[config.mk]
export PLATFORM = sky130hd
export DESIGN_NAME = layer_compositor
export DESIGN_NICKNAME = d
export VERILOG_FILES = /design/src/rtl/compositor_pkg.sv /design/src/rtl/palette_rom.sv /design/src/rtl/layer_compositor.sv
export SDC_FILE = /design/constraint.sdc
export NUM_CORES = 1
export LEC_CHECK = 0
export ABC_CLOCK_PERIOD_IN_PS = 2300
export CORE_MARGIN = 1.5
export CORE_UTILIZATION = 45
export CTS_CLUSTER_DIAMETER = 40
export DETAILED_ROUTE_END_ITERATION = 8
export PLACE_DENSITY = 0.76
export SETUP_SLACK_MARGIN = 0.15
export SYNTH_ARGS = -nofsm -noshare
export SYNTH_HDL_FRONTEND = slang
export SYNTH_SLANG_ARGS = --single-unit
[constraint.sdc]
create_clock -name Clk -period 2.3 [get_ports Clk]
set_input_delay 0.345 -clock Clk [delete_from_list [all_inputs] [get_ports Clk]]
set_output_delay 0.345 -clock Clk [all_outputs]
set_load 0.005 [all_outputs]
[src/rtl/compositor_pkg.sv]
// Shared types and constants for the layer compositor.
// Latency: n/a (types, constants and pure functions only).
// Backpressure: n/a.
package compositor_pkg;

  localparam int DEF_INDEX_W = 5;
  localparam int DEF_COLOR_W = 24;

  typedef struct packed {
    logic [7:0] r;
    logic [7:0] g;
    logic [7:0] b;
  } rgb_t;

  localparam rgb_t WHITE = '{r: 8'hFF, g: 8'hFF, b: 8'hFF};

  // Width of a layer id that can also encode "background" (== num_layers).
  function automatic int layer_id_w(input int num_layers);
    return $clog2(num_layers + 1);
  endfunction

  // Palette contents: red ramp, falling green, scrambled blue. No entry is
  // pure white, so a flash is always distinguishable from a palette colour.
  function automatic rgb_t palette_color(input logic [7:0] idx);
    rgb_t c;
    c.r = {idx[4:0], 3'b101};
    c.g = 8'hFF - idx * 8'd7;
    c.b = idx * 8'd37;
    return c;
  endfunction

endpackage

[src/rtl/palette_rom.sv]
// Shared colour palette, one synchronous read per cycle.
// Latency: 1 cycle from read_address to data_Out.
// Backpressure: none; reads every cycle.
module palette_rom
  import compositor_pkg::*;
#(
  parameter int INDEX_W = DEF_INDEX_W
) (
  input  logic               Clk,
  input  logic [INDEX_W-1:0] read_address,
  output rgb_t               data_Out
);

  // Registered lookup; contents come from the package palette function.
  always_ff @(posedge Clk) begin
    data_Out <= palette_color(8'(read_address));
  end

endmodule

[src/rtl/layer_compositor.sv]
// Priority-merges sprite layers over background, palette lookup, hit-flash.
// Latency: exactly 3 cycles from pixel/sync inputs to all outputs.
// Backpressure: none; one pixel accepted and produced every cycle.
module layer_compositor
  import compositor_pkg::*;
#(
  parameter int NUM_LAYERS      = 4,
  parameter int INDEX_W         = DEF_INDEX_W,
  parameter int COLOR_W         = DEF_COLOR_W,
  parameter int TRANSPARENT_IDX = 0,
  parameter int FLASH_FRAMES    = 8,
  localparam int ID_W           = layer_id_w(NUM_LAYERS),
  localparam int CNT_W          = $clog2(FLASH_FRAMES + 1)
) (
  input  logic                          Clk,
  input  logic                          Reset,
  input  logic [NUM_LAYERS-1:0]         layer_is_obj,
  input  logic [NUM_LAYERS*INDEX_W-1:0] layer_index,
  input  logic [NUM_LAYERS-1:0]         layer_enable,
  input  logic [INDEX_W-1:0]            bkg_index,
  input  logic [NUM_LAYERS-1:0]         flash_req,
  input  logic                          hs_in,
  input  logic                          vs_in,
  input  logic                          blank_n_in,
  output logic [7:0]                    VGA_R,
  output logic [7:0]                    VGA_G,
  output logic [7:0]                    VGA_B,
  output logic                          hs_out,
  output logic                          vs_out,
  output logic                          blank_n_out,
  output logic [ID_W-1:0]               hit_layer
);

  logic [NUM_LAYERS-1:0] cand;
  logic [NUM_LAYERS-1:0] flash_on;
  logic [CNT_W-1:0]      cnt_q [NUM_LAYERS];
  logic                  vs_q;
  logic                  frame_tick;

  logic [INDEX_W-1:0]    win_idx_d;
  logic [ID_W-1:0]       win_id_d;
  logic [INDEX_W-1:0]    s1_idx_q;
  logic [ID_W-1:0]       s1_id_q;
  logic [2:0]            s1_sync_q;   // {hs, vs, blank_n}
  logic [ID_W-1:0]       s2_id_q;
  logic [2:0]            s2_sync_q;
  rgb_t                  rom_rgb;
  rgb_t                  rgb_d;
  logic                  flash;
  logic [COLOR_W-1:0]    rgb_q;

  // Frame tick on vs rising edge; edge register resets high so leaving
  // reset with vs already high does not look like an edge.
  always_ff @(posedge Clk or posedge Reset) begin
    if (Reset) vs_q <= 1'b1;
    else       vs_q <= vs_in;
  end
  assign frame_tick = vs_in & ~vs_q;

  for (genvar i = 0; i < NUM_LAYERS; i++) begin : g_layer
    assign cand[i] = layer_is_obj[i] & layer_enable[i] &
                     (layer_index[i*INDEX_W +: INDEX_W] != INDEX_W'(TRANSPARENT_IDX));

    // Flash timer: a request reloads (and beats a same-cycle tick), ticks count down to 0.
    always_ff @(posedge Clk or posedge Reset) begin
      if (Reset)                                cnt_q[i] <= '0;
      else if (flash_req[i])                    cnt_q[i] <= CNT_W'(FLASH_FRAMES);
      else if (frame_tick && cnt_q[i] != '0)    cnt_q[i] <= cnt_q[i] - 1'b1;
    end

    // Odd counts blink white; bit0 set also implies the timer is running.
    assign flash_on[i] = cnt_q[i][0];
  end

  // Lowest-numbered candidate wins; background (never transparent) otherwise.
  always_comb begin
    win_idx_d = bkg_index;
    win_id_d  = ID_W'(NUM_LAYERS);
    for (int i = NUM_LAYERS - 1; i >= 0; i--) begin
      if (cand[i]) begin
        win_idx_d = layer_index[i*INDEX_W +: INDEX_W];
        win_id_d  = ID_W'(i);
      end
    end
  end

  // S1 and S2: winner and sync capture, then carried alongside the ROM read.
  always_ff @(posedge Clk or posedge Reset) begin
    if (Reset) begin
      s1_idx_q  <= '0;
      s1_id_q   <= '0;
      s1_sync_q <= '0;
      s2_id_q   <= '0;
      s2_sync_q <= '0;
    end else begin
      s1_idx_q  <= win_idx_d;
      s1_id_q   <= win_id_d;
      s1_sync_q <= {hs_in, vs_in, blank_n_in};
      s2_id_q   <= s1_id_q;
      s2_sync_q <= s1_sync_q;
    end
  end

  palette_rom #(.INDEX_W(INDEX_W)) u_palette_rom (
    .Clk          (Clk),
    .read_address (s1_idx_q),
    .data_Out     (rom_rgb)
  );

  // S3 colour select: flash only for sprite winners, blanking overrides all.
  always_comb begin
    flash = 1'b0;
    for (int i = 0; i < NUM_LAYERS; i++) begin
      if (s2_id_q == ID_W'(i) && flash_on[i]) flash = 1'b1;
    end
    rgb_d = flash ? WHITE : rom_rgb;
    if (!s2_sync_q[0]) rgb_d = '0;
  end

  // S3 output registers; sync resets to inactive, blank to "blanked".
  always_ff @(posedge Clk or posedge Reset) begin
    if (Reset) begin
      rgb_q       <= '0;
      hs_out      <= 1'b1;
      vs_out      <= 1'b1;
      blank_n_out <= 1'b0;
      hit_layer   <= ID_W'(NUM_LAYERS);
    end else begin
      rgb_q       <= rgb_d;
      hs_out      <= s2_sync_q[2];
      vs_out      <= s2_sync_q[1];
      blank_n_out <= s2_sync_q[0];
      hit_layer   <= s2_id_q;
    end
  end

  assign VGA_R = rgb_q[23:16];
  assign VGA_G = rgb_q[15:8];
  assign VGA_B = rgb_q[7:0];

endmodule

==> results of run 1 <==
-- placed cells by master, fill, tap and decap left out, types with 2 or more instances in the layout --
master | synthesis | layout
clkbuf_1 | 6 | 3
or3b_1 | 4 | 4
clkdlybuf4s50_1 | 0 | 71
inv_2 | 0 | 2
dfxtp_1 | 19 | 19
a221oi_1 | 4 | 4
nand2_1 | 47 | 47
and2_1 | 8 | 8
ha_1 | 28 | 28
o21ai_1 | 5 | 5
buf_4 | 4 | 7
fa_1 | 4 | 4
inv_1 | 18 | 16
nand2b_1 | 7 | 7
a211oi_1 | 3 | 3
a32oi_1 | 5 | 5
a21oi_1 | 7 | 5
o21ai_0 | 4 | 4
dfrtp_1 | 56 | 55
nor2_1 | 14 | 14
nand3_1 | 17 | 17
or4_1 | 3 | 3
a21oi_2 | 0 | 2
clkbuf_8 | 0 | 10
nor3_1 | 4 | 4
xnor2_1 | 12 | 12
xor2_1 | 11 | 11
dfstp_2 | 4 | 4
-- worst paths after layout --
kind	to	start	slack, ps
max	u_palette_rom.data_Out[7]	s1_idx_q[2]	230
min	s2_id_q[1]	s1_id_q[1]	350
max reg2reg	u_palette_rom.data_Out[7]	s1_idx_q[2]	230
min reg2reg	s2_id_q[1]	s1_id_q[1]	350
max in group asynchronous	hit_layer[2]	Reset	1630
min in group asynchronous	cnt_q[14]	Reset	380
-- metrics by stage --
step | utilization | cell area [sq um] | setup WS [ps] | instances | hold WS [ps]
3_3_place_gp | 0.587 | 4300 | 196 | 478 | 333
3_5_place_dp | 0.587 | 4300 | 43.8 | 478 | 335
2_1_floorplan | - | 3460 | 241 | 311 | 331
4_1_cts | 0.614 | 4500 | 155 | 494 | 351
6_report | 0.615 | 4510 | 231 | 494 | 350
5_1_grt | 0.615 | 4510 | 146 | 494 | 354
-- layout make-up --
class / instances / area, sq um / share of cell area
Tap cell: 99 / 124 / 0.0275
Timing Repair Buffer: 79 / 783 / 0.174
Sequential cell: 79 / 1890 / 0.419
Clock inverter: 3 / 43.8 / 0.00971
Inverter: 18 / 67.6 / 0.0150
Clock buffer: 13 / 149 / 0.0330
Multi-Input combinational cell: 203 / 1460 / 0.323
-- synthesized netlist by cell type (7+ instances only) --
cell | count | area share
inv_1 | 18 | 0.020
nand3_1 | 17 | 0.025
a21oi_1 | 7 | 0.010
nand2b_1 | 7 | 0.013
xnor2_1 | 12 | 0.030
nand2_1 | 47 | 0.051
ha_1 | 28 | 0.10
nor2_1 | 14 | 0.015
and2_1 | 8 | 0.014
dfxtp_1 | 19 | 0.11
dfrtp_1 | 56 | 0.41
xor2_1 | 11 | 0.028
-- kinds of logic (layout without fill, tap and decap cells) --
kind of cell / Yosys count / after routing
simple gates: 107 / 107
flops: 79 / 79
compound gates: 39 / 39
fa+ha+maj: 32 / 32
buf+inv: 29 / 113
xor+xnor: 23 / 23
mux: 2 / 2
-- what timing repair did --
action                                  CTS  global route
endpoints found under the setup margin    2             4
buffers inserted                          0             0
gates cloned                              0             0
pin swaps                                 0             0
gates resized for setup                   1             4
-- flip-flops by register name (all words and copies together), names as in the netlist --
name and cells:
vs_q 1, s1_sync_q 3, s2_sync_q 3, s1_idx_q 5, rgb_q 21, hit_layer 3
u_palette_rom.data_Out 19, vs_out 1, cnt_q 16, hs_out 1, s1_id_q 3, s2_id_q 3
-- power by group through the flow --
stage	sequential (uW)	combinational, uW	clock, uW
2_1_floorplan	1780	532	0
3_3_place_gp	1770	910	0
3_5_place_dp	1780	949	0
4_1_cts	1750	958	1000
5_1_grt	1790	1080	1070
6_report	1750	962	986
-- layer usage --
metal / wire [um] / track usage
met1: 2680 / 0.189
met4: 180 / 0.0979
met5: 0 / 0
met2: 2860 / 0.265
met3: 318 / 0.0404
==> results.cfg, run 1 <==
[outcome]
status = finished clean

[timing]
drv_slew = 0
worst_pin_slew_ps = 363
setup_violations = 0
hold_viol = 0
skew_ps = 11.4
rsz0062_at_grt = true
setup_tns_ps = 0
max_slew_margin = 0.757
max_freq_mhz = 483
period_share = 0.900
min_period_ps = 2070

[detailed_routing]
drt_first_pass_iters = 4
avgRoutedWirePerCell_um = 12.2
wl_mm = 6.03
num_vias = 2405
vias_per_cell = 4.87
drt_iter0_markers = 42
drcViolationCount = 0
drtAntennaViolNets = 0

[layout]
post_route_cells_drive_above_1_share = 0.0886
n_antenna_cell = 0
nets = 464
nFillCells = 594
syn2layout_area_growth_pct = 30.4

[synth]
synth_cell_types = 41
yosys.area_share.simple = 0.148
ys_warn_count = 0
ys_seq_elements = 79
synth-compound-area-share = 0.0799
synth_top_family_by_area = simple AND/OR/NAND/NOR gates
synth-xor-area-share = 0.0582
syn_area_sq_um = 3460
synthArstFlopShare = 0.759
muxShareOfSynthArea = 0.00615
synth-seq-area-share = 0.545
syn_inst = 311
synth-edff-count = 0
synth_area_per_cell_sq_um = 11.1
synth_fp_nets = 385
ys.flop_type = dfrtp_1
synth_fa_ha_area_frac = 0.124

[global_routing]
grt_pass1_wl_mm = 10.5
grt-ovfl-total = 0
grt_antenna_before_repair = 0
grt_max_degree = 61
grt_usage = 0.161
grt_pass1_vias = 2447

[clocking]
clock_sinks = 79
htreeDepth = 3
cts.path.max_buffers = 2
cts_tree = built
insertion_delay_ps = 340
root_buffer = clkbuf_8
cts_buffers = 9
clk_pin_slew_ps = 80
ctsHoldBuffers = 0

[setup_path]
cp_num_cells = 7
worst-path-buf-inv = 0
crit_slowest_cell = dfrtp_1
criticalPathCategory = reg2reg
crit_fanout = 5
critPathLaunchType = flop
critPathRequiredTime_ps = 2580
path_cells = ha_1, ha_1, ha_1, ha_1, a21o_1, a21oi_2, xnor2_1
worstPathArrival_ps = 2350
crit_path_max_incr_delay_ps = 440
r2r_cells = 7
cp-end-kind = flop
crit_top_cell = ha_1
critPathTopFamily = adder cells

[power_and_ir_drop]
power_frac_seq = 0.473
intPower_uw = 2720
leakagePower_uw = 0.00203
p_sw_uw = 978
combPwrFrac = 0.260
fin_total_pwr_uw = 3700
pwr-share-clk = 0.267
power_density_nw_per_um2 = 820
max-vdd-ir-drop_uv = 312
swShare = 0.264

[worst_hold_path]
hp-class = reg2reg
hold_depth = 0

[floorplanning]
coreArea_sq_um = 7330
die_x_um = 90.7
rows = 31
die_h_um = 90.7
die_area_sq_um = 8220
start_util = 0.472
io-pin-count = 72

[place]
dp_hpwl_mm = 4.52
io_buffers = 71
gp_congestion = 0.840

[job]
cap_violations = 0
Note: power is estimated with default switching activity, not from simulation.
==> inputs of run 2 (changes only) <==
--- a/config.mk
+++ b/config.mk
@@ -6,11 +6,13 @@
 export NUM_CORES = 1
 export LEC_CHECK = 0
 export ABC_CLOCK_PERIOD_IN_PS = 2300
+export CELL_PAD_IN_SITES_DETAIL_PLACEMENT = 0
+export CELL_PAD_IN_SITES_GLOBAL_PLACEMENT = 1
 export CORE_MARGIN = 1.5
-export CORE_UTILIZATION = 45
+export CORE_UTILIZATION = 40
 export CTS_CLUSTER_DIAMETER = 40
 export DETAILED_ROUTE_END_ITERATION = 8
-export PLACE_DENSITY = 0.76
+export PLACE_DENSITY = 0.84
 export SETUP_SLACK_MARGIN = 0.15
 export SYNTH_ARGS = -nofsm -noshare
 export SYNTH_HDL_FRONTEND = slang
==> run 2 against run 1 <==
Hold slack got worse by 10 ps. Global-route usage fell by 1.0 points. Critical path depth did not move. Power fell by 3.0%. Wire length rose by 0.85%. Via count fell by 0.79%. Clock power fell by 12%. Maximum frequency rose by 0.75%. Clock-buffer cell count fell by 1. Sequential cell count did not move.
==> results.cfg, run 2 (synthesized netlist as in run 1, its figures left out) <==
[outcome]
status = finished clean

[floorplanning]
die_h_um = 96
rows = 33
die_area_sq_um = 9220
die_x_um = 96
io-pin-count = 72
start_util = 0.417
coreArea_sq_um = 8300

[worst_hold_path]
hp-class = reg2reg

[clocking]
cts.path.max_buffers = 2
insertion_delay_ps = 340
clock_sinks = 79
root_buffer = clkbuf_8
clk_pin_slew_ps = 70
cts_tree = built
htreeDepth = 3
cts_buffers = 9

[setup_path]
path_cells = ha_1, ha_1, ha_1, ha_1, a21o_1, a21oi_2, xnor2_1
worst-path-buf-inv = 0
criticalPathCategory = reg2reg
critPathLaunchType = flop
worstPathArrival_ps = 2320
critPathRequiredTime_ps = 2560
crit_path_max_incr_delay_ps = 440
crit_top_cell = ha_1
cp-end-kind = flop
crit_fanout = 5
critPathTopFamily = adder cells
crit_slowest_cell = dfrtp_2

[job]
cap_violations = 0

[timing]
worst_pin_slew_ps = 377
max_slew_margin = 0.747
skew_ps = 10.0
rsz0062_at_grt = true
fin_ws_ps = 246
drv_slew = 0
max_freq_mhz = 487
min_period_ps = 2050
setup_violations = 0
whs_ps = 340
period_share = 0.893
hold_viol = 0
setup_tns_ps = 0

[detailed_routing]
vias_per_cell = 4.77
drt_iter0_markers = 90
num_vias = 2386
avgRoutedWirePerCell_um = 12.2
wl_mm = 6.08
drcViolationCount = 0
drtAntennaViolNets = 0
drt_first_pass_iters = 4

[place]
dp_slack_ps = 118
gp_congestion = 0.857
dp_hpwl_mm = 4.65
io_buffers = 71

[layout]
syn2layout_area_growth_pct = 30.1
reg.largest.list = rgb_q (21), u_palette_rom.data_Out (19), cnt_q (16)
final_common_cell = clkdlybuf4s50_1
n_antenna_cell = 0
post_route_cells_drive_above_1_share = 0.0962
nets = 464
top_register = rgb_q
layout_common_cells = clkdlybuf4s50_1 (71), dfrtp_1 (53), nand2_1 (47)
largest_register_ffs = 21

[power_and_ir_drop]
max-vdd-ir-drop_uv = 324
power_density_nw_per_um2 = 797
leakagePower_uw = 0.00202
fin_total_pwr_uw = 3590

[global_routing]
grt-ovfl-total = 0
grt_max_degree = 61
grt_antenna_before_repair = 0
grt_pass1_wl_mm = 10.5
grt_pass1_vias = 2330
grt_usage = 0.151
## run 2: power by group
group / internal [uW] / switching (uW) / leakage (uW)
Sequential: 1660 / 102 / 0.000891
Combinational: 533 / 423 / 0.00104
Clock: 416 / 455 / 0.0000861
Total: 2610 / 979 / 0.00202
## run 2: final cells by class
cell class	instances	area, sq um
clock buffer	12	145
sequential	79	1890
inverter	18	67.6
clock inverter	4	22.5
multi-input combinational	203	1460
fill	751	3800
timing repair buffer	79	783
tap	105	131
## run 2: per-stage QoR
stage	cell area, sq um	util	std cells
2_1_floorplan	3460	-	311
3_3_place_gp	4300	0.518	483
3_5_place_dp	4300	0.518	483
4_1_cts	4480	0.539	499
5_1_grt	4500	0.542	500
6_report	4500	0.542	500
## run 2: final timing paths
| path | cells past startpoint | from | to | slack [ps] |
|---|---|---|---|---|
| worst max-delay path | 7 | s1_idx_q[2] | u_palette_rom.data_Out[7] | 250 |
| worst min-delay path | 0 | s1_id_q[1] | s2_id_q[1] | 340 |
| worst max register to register | 7 | s1_idx_q[2] | u_palette_rom.data_Out[7] | 250 |
| worst min register to register | 0 | s1_id_q[1] | s2_id_q[1] | 340 |
| max in group asynchronous | 3 | Reset | hs_out | 1620 |
| min in group asynchronous | 3 | Reset | rgb_q[8] | 380 |
## run 2: metal layers
layer	wire, um	vias to the layer above	share of wire	GRT usage
li1	-	1196	-	-
met4	97	0	0.016	0.0735
met5	0	-	0	0
met1	2850	1093	0.47	0.198
met3	379	8	0.062	0.0403
met2	2750	89	0.45	0.229
## run 2: repair_timing
item,CTS,global route
setup buffers,0,1
hold buffers,0,0
setup endpoints to repair,2,4
gates resized for setup,1,7
hold endpoints to repair,0,0
==> inputs of run 3 (changes only) <==
--- a/config.mk
+++ b/config.mk
@@ -12,7 +12,7 @@
 export CORE_UTILIZATION = 40
 export CTS_CLUSTER_DIAMETER = 40
 export DETAILED_ROUTE_END_ITERATION = 8
-export PLACE_DENSITY = 0.84
+export PLACE_DENSITY = 0.78
 export SETUP_SLACK_MARGIN = 0.15
 export SYNTH_ARGS = -nofsm -noshare
 export SYNTH_HDL_FRONTEND = slang
==> run 3 against run 2 <==
First-iteration DRC count is 5.6% lower. Maximum frequency up 0.53%. Cell count unchanged. Critical path type unchanged. Non-clock buffer count did not move. Hold slack better by 11 ps. Global-route usage fell by 0.62 points. Largest cell class unchanged.
==> results.cfg, run 3 (synthesized netlist as in run 1, its figures left out) <==
[timing]
setup_tns_ps = 0
worst_pin_slew_ps = 426
rsz0062_at_grt = false
hold_viol = 0
min_period_ps = 2040
max_freq_mhz = 490
period_share = 0.888
fin_ws_ps = 257
skew_ps = 9.86
max_slew_margin = 0.715
whs_ps = 351
drv_slew = 0
setup_violations = 0

[worst_hold_path]
hold_depth = 0
hp-class = reg2reg

[setup_path]
crit_top_cell = inv_1
critPathTopFamily = adder cells
cp_num_cells = 7
crit_path_max_incr_delay_ps = 460
cp-startpoint = s1_idx_q[3]
r2r_start = s1_idx_q[3]
r2r_end = u_palette_rom.data_Out[15]
path_cells = inv_1, fa_1, ha_1, inv_1, o21bai_1, a21oi_2, o221ai_1
worstPathArrival_ps = 2260
crit_slowest_cell = dfrtp_2
cp-end-kind = flop
crit_fanout = 6
critPathLaunchType = flop
r2r_slack_ps = 260
critPathCapture = u_palette_rom.data_Out[15]
worst-path-buf-inv = 2
critPathRequiredTime_ps = 2510
criticalPathCategory = reg2reg
r2r_cells = 7

[floorplanning]
die_area_sq_um = 9220
die_x_um = 96
io-pin-count = 72
die_h_um = 96
coreArea_sq_um = 8300
start_util = 0.417
rows = 33

[clocking]
cts.path.max_buffers = 2
htreeDepth = 3
clock_sinks = 79
root_buffer = clkbuf_8
ctsHoldBuffers = 0
cts_buffers = 9
cts_tree = built
clk_pin_slew_ps = 70
insertion_delay_ps = 340

[place]
gp_congestion = 0.887
dp_hpwl_mm = 4.45
dp_slack_ps = 107
io_buffers = 71

[layout]
reg.largest.list = rgb_q (21), u_palette_rom.data_Out (19), cnt_q (16)
largest_register_ffs = 21
post_route_cells_drive_above_1_share = 0.106
syn2layout_area_growth_pct = 32.1
nFillCells = 726
layout_common_cells = clkdlybuf4s50_1 (71), dfrtp_1 (53), nand2_1 (47)
n_antenna_cell = 0
nets = 464
final_common_cell = clkdlybuf4s50_1
top_register = rgb_q

[detailed_routing]
drt_first_pass_iters = 4
vias_per_cell = 4.65
drtAntennaViolNets = 0
num_vias = 2323
drcViolationCount = 0
avgRoutedWirePerCell_um = 12.1
wl_mm = 6.05
drt_iter0_markers = 85

[global_routing]
grt_antenna_before_repair = 0
grt_usage = 0.145
grt_pass1_wl_mm = 10.0
grt_pass1_vias = 2252
grt-ovfl-total = 0
grt_max_degree = 61

[power_and_ir_drop]
leakagePower_uw = 0.00204
fin_total_pwr_uw = 3890
power_density_nw_per_um2 = 850
max-vdd-ir-drop_uv = 319

[outcome]
status = finished clean

[job]
cap_violations = 0
## run 3: worst min-delay path by stage
| stage | start | to | slack, ps |
|---|---|---|---|
| detailed placement | s1_id_q[0] | s2_id_q[0] | 330 |
| global placement | s1_sync_q[1] | s2_sync_q[1] | 330 |
| finish | s1_id_q[0] | s2_id_q[0] | 350 |
| global route | Reset | rgb_q[7] | 360 |
| CTS | s1_id_q[0] | s2_id_q[0] | 350 |
| floorplan | s1_id_q[0] | s2_id_q[0] | 330 |
## run 3: cell type report
type,count,area [sq um],area share
clock buffer,10,138,0.0301
tap,105,131,0.0287
sequential,79,1890,0.414
inverter,18,67.6,0.0148
timing repair buffer,79,783,0.171
multi-input combinational,203,1470,0.321
clock inverter,6,92.6,0.0203
## run 3: power breakdown
group / switching, uW / internal, uW / total (uW)
Sequential: 104 / 1660 / 1760
Clock: 505 / 646 / 1150
Combinational: 436 / 539 / 975
## run 3: timing repair
item | 4_1_cts | 5_1_grt
resized for setup | 1 | 9
endpoints found under the setup margin | 1 | 4
buffers inserted | 0 | 1
pin swaps | 0 | 0
## run 3: routing by layer
layer	part of all wire	GRT usage	vias up	routed length, um
li1	-	-	1195	-
met1	0.48	0.190	1047	2890
met2	0.46	0.219	77	2760
met3	0.058	0.0474	4	350
met4	0.010	0.0576	0	61
met5	0	0	-	0
## run 3: through the flow
stage               cells   util  instance area [sq um]
floorplan             311      -                   3460
global route          500  0.551                   4570
detailed placement    483  0.518                   4300
finish                500  0.551                   4570
CTS                   499  0.547                   4540
global placement      483  0.518                   4300
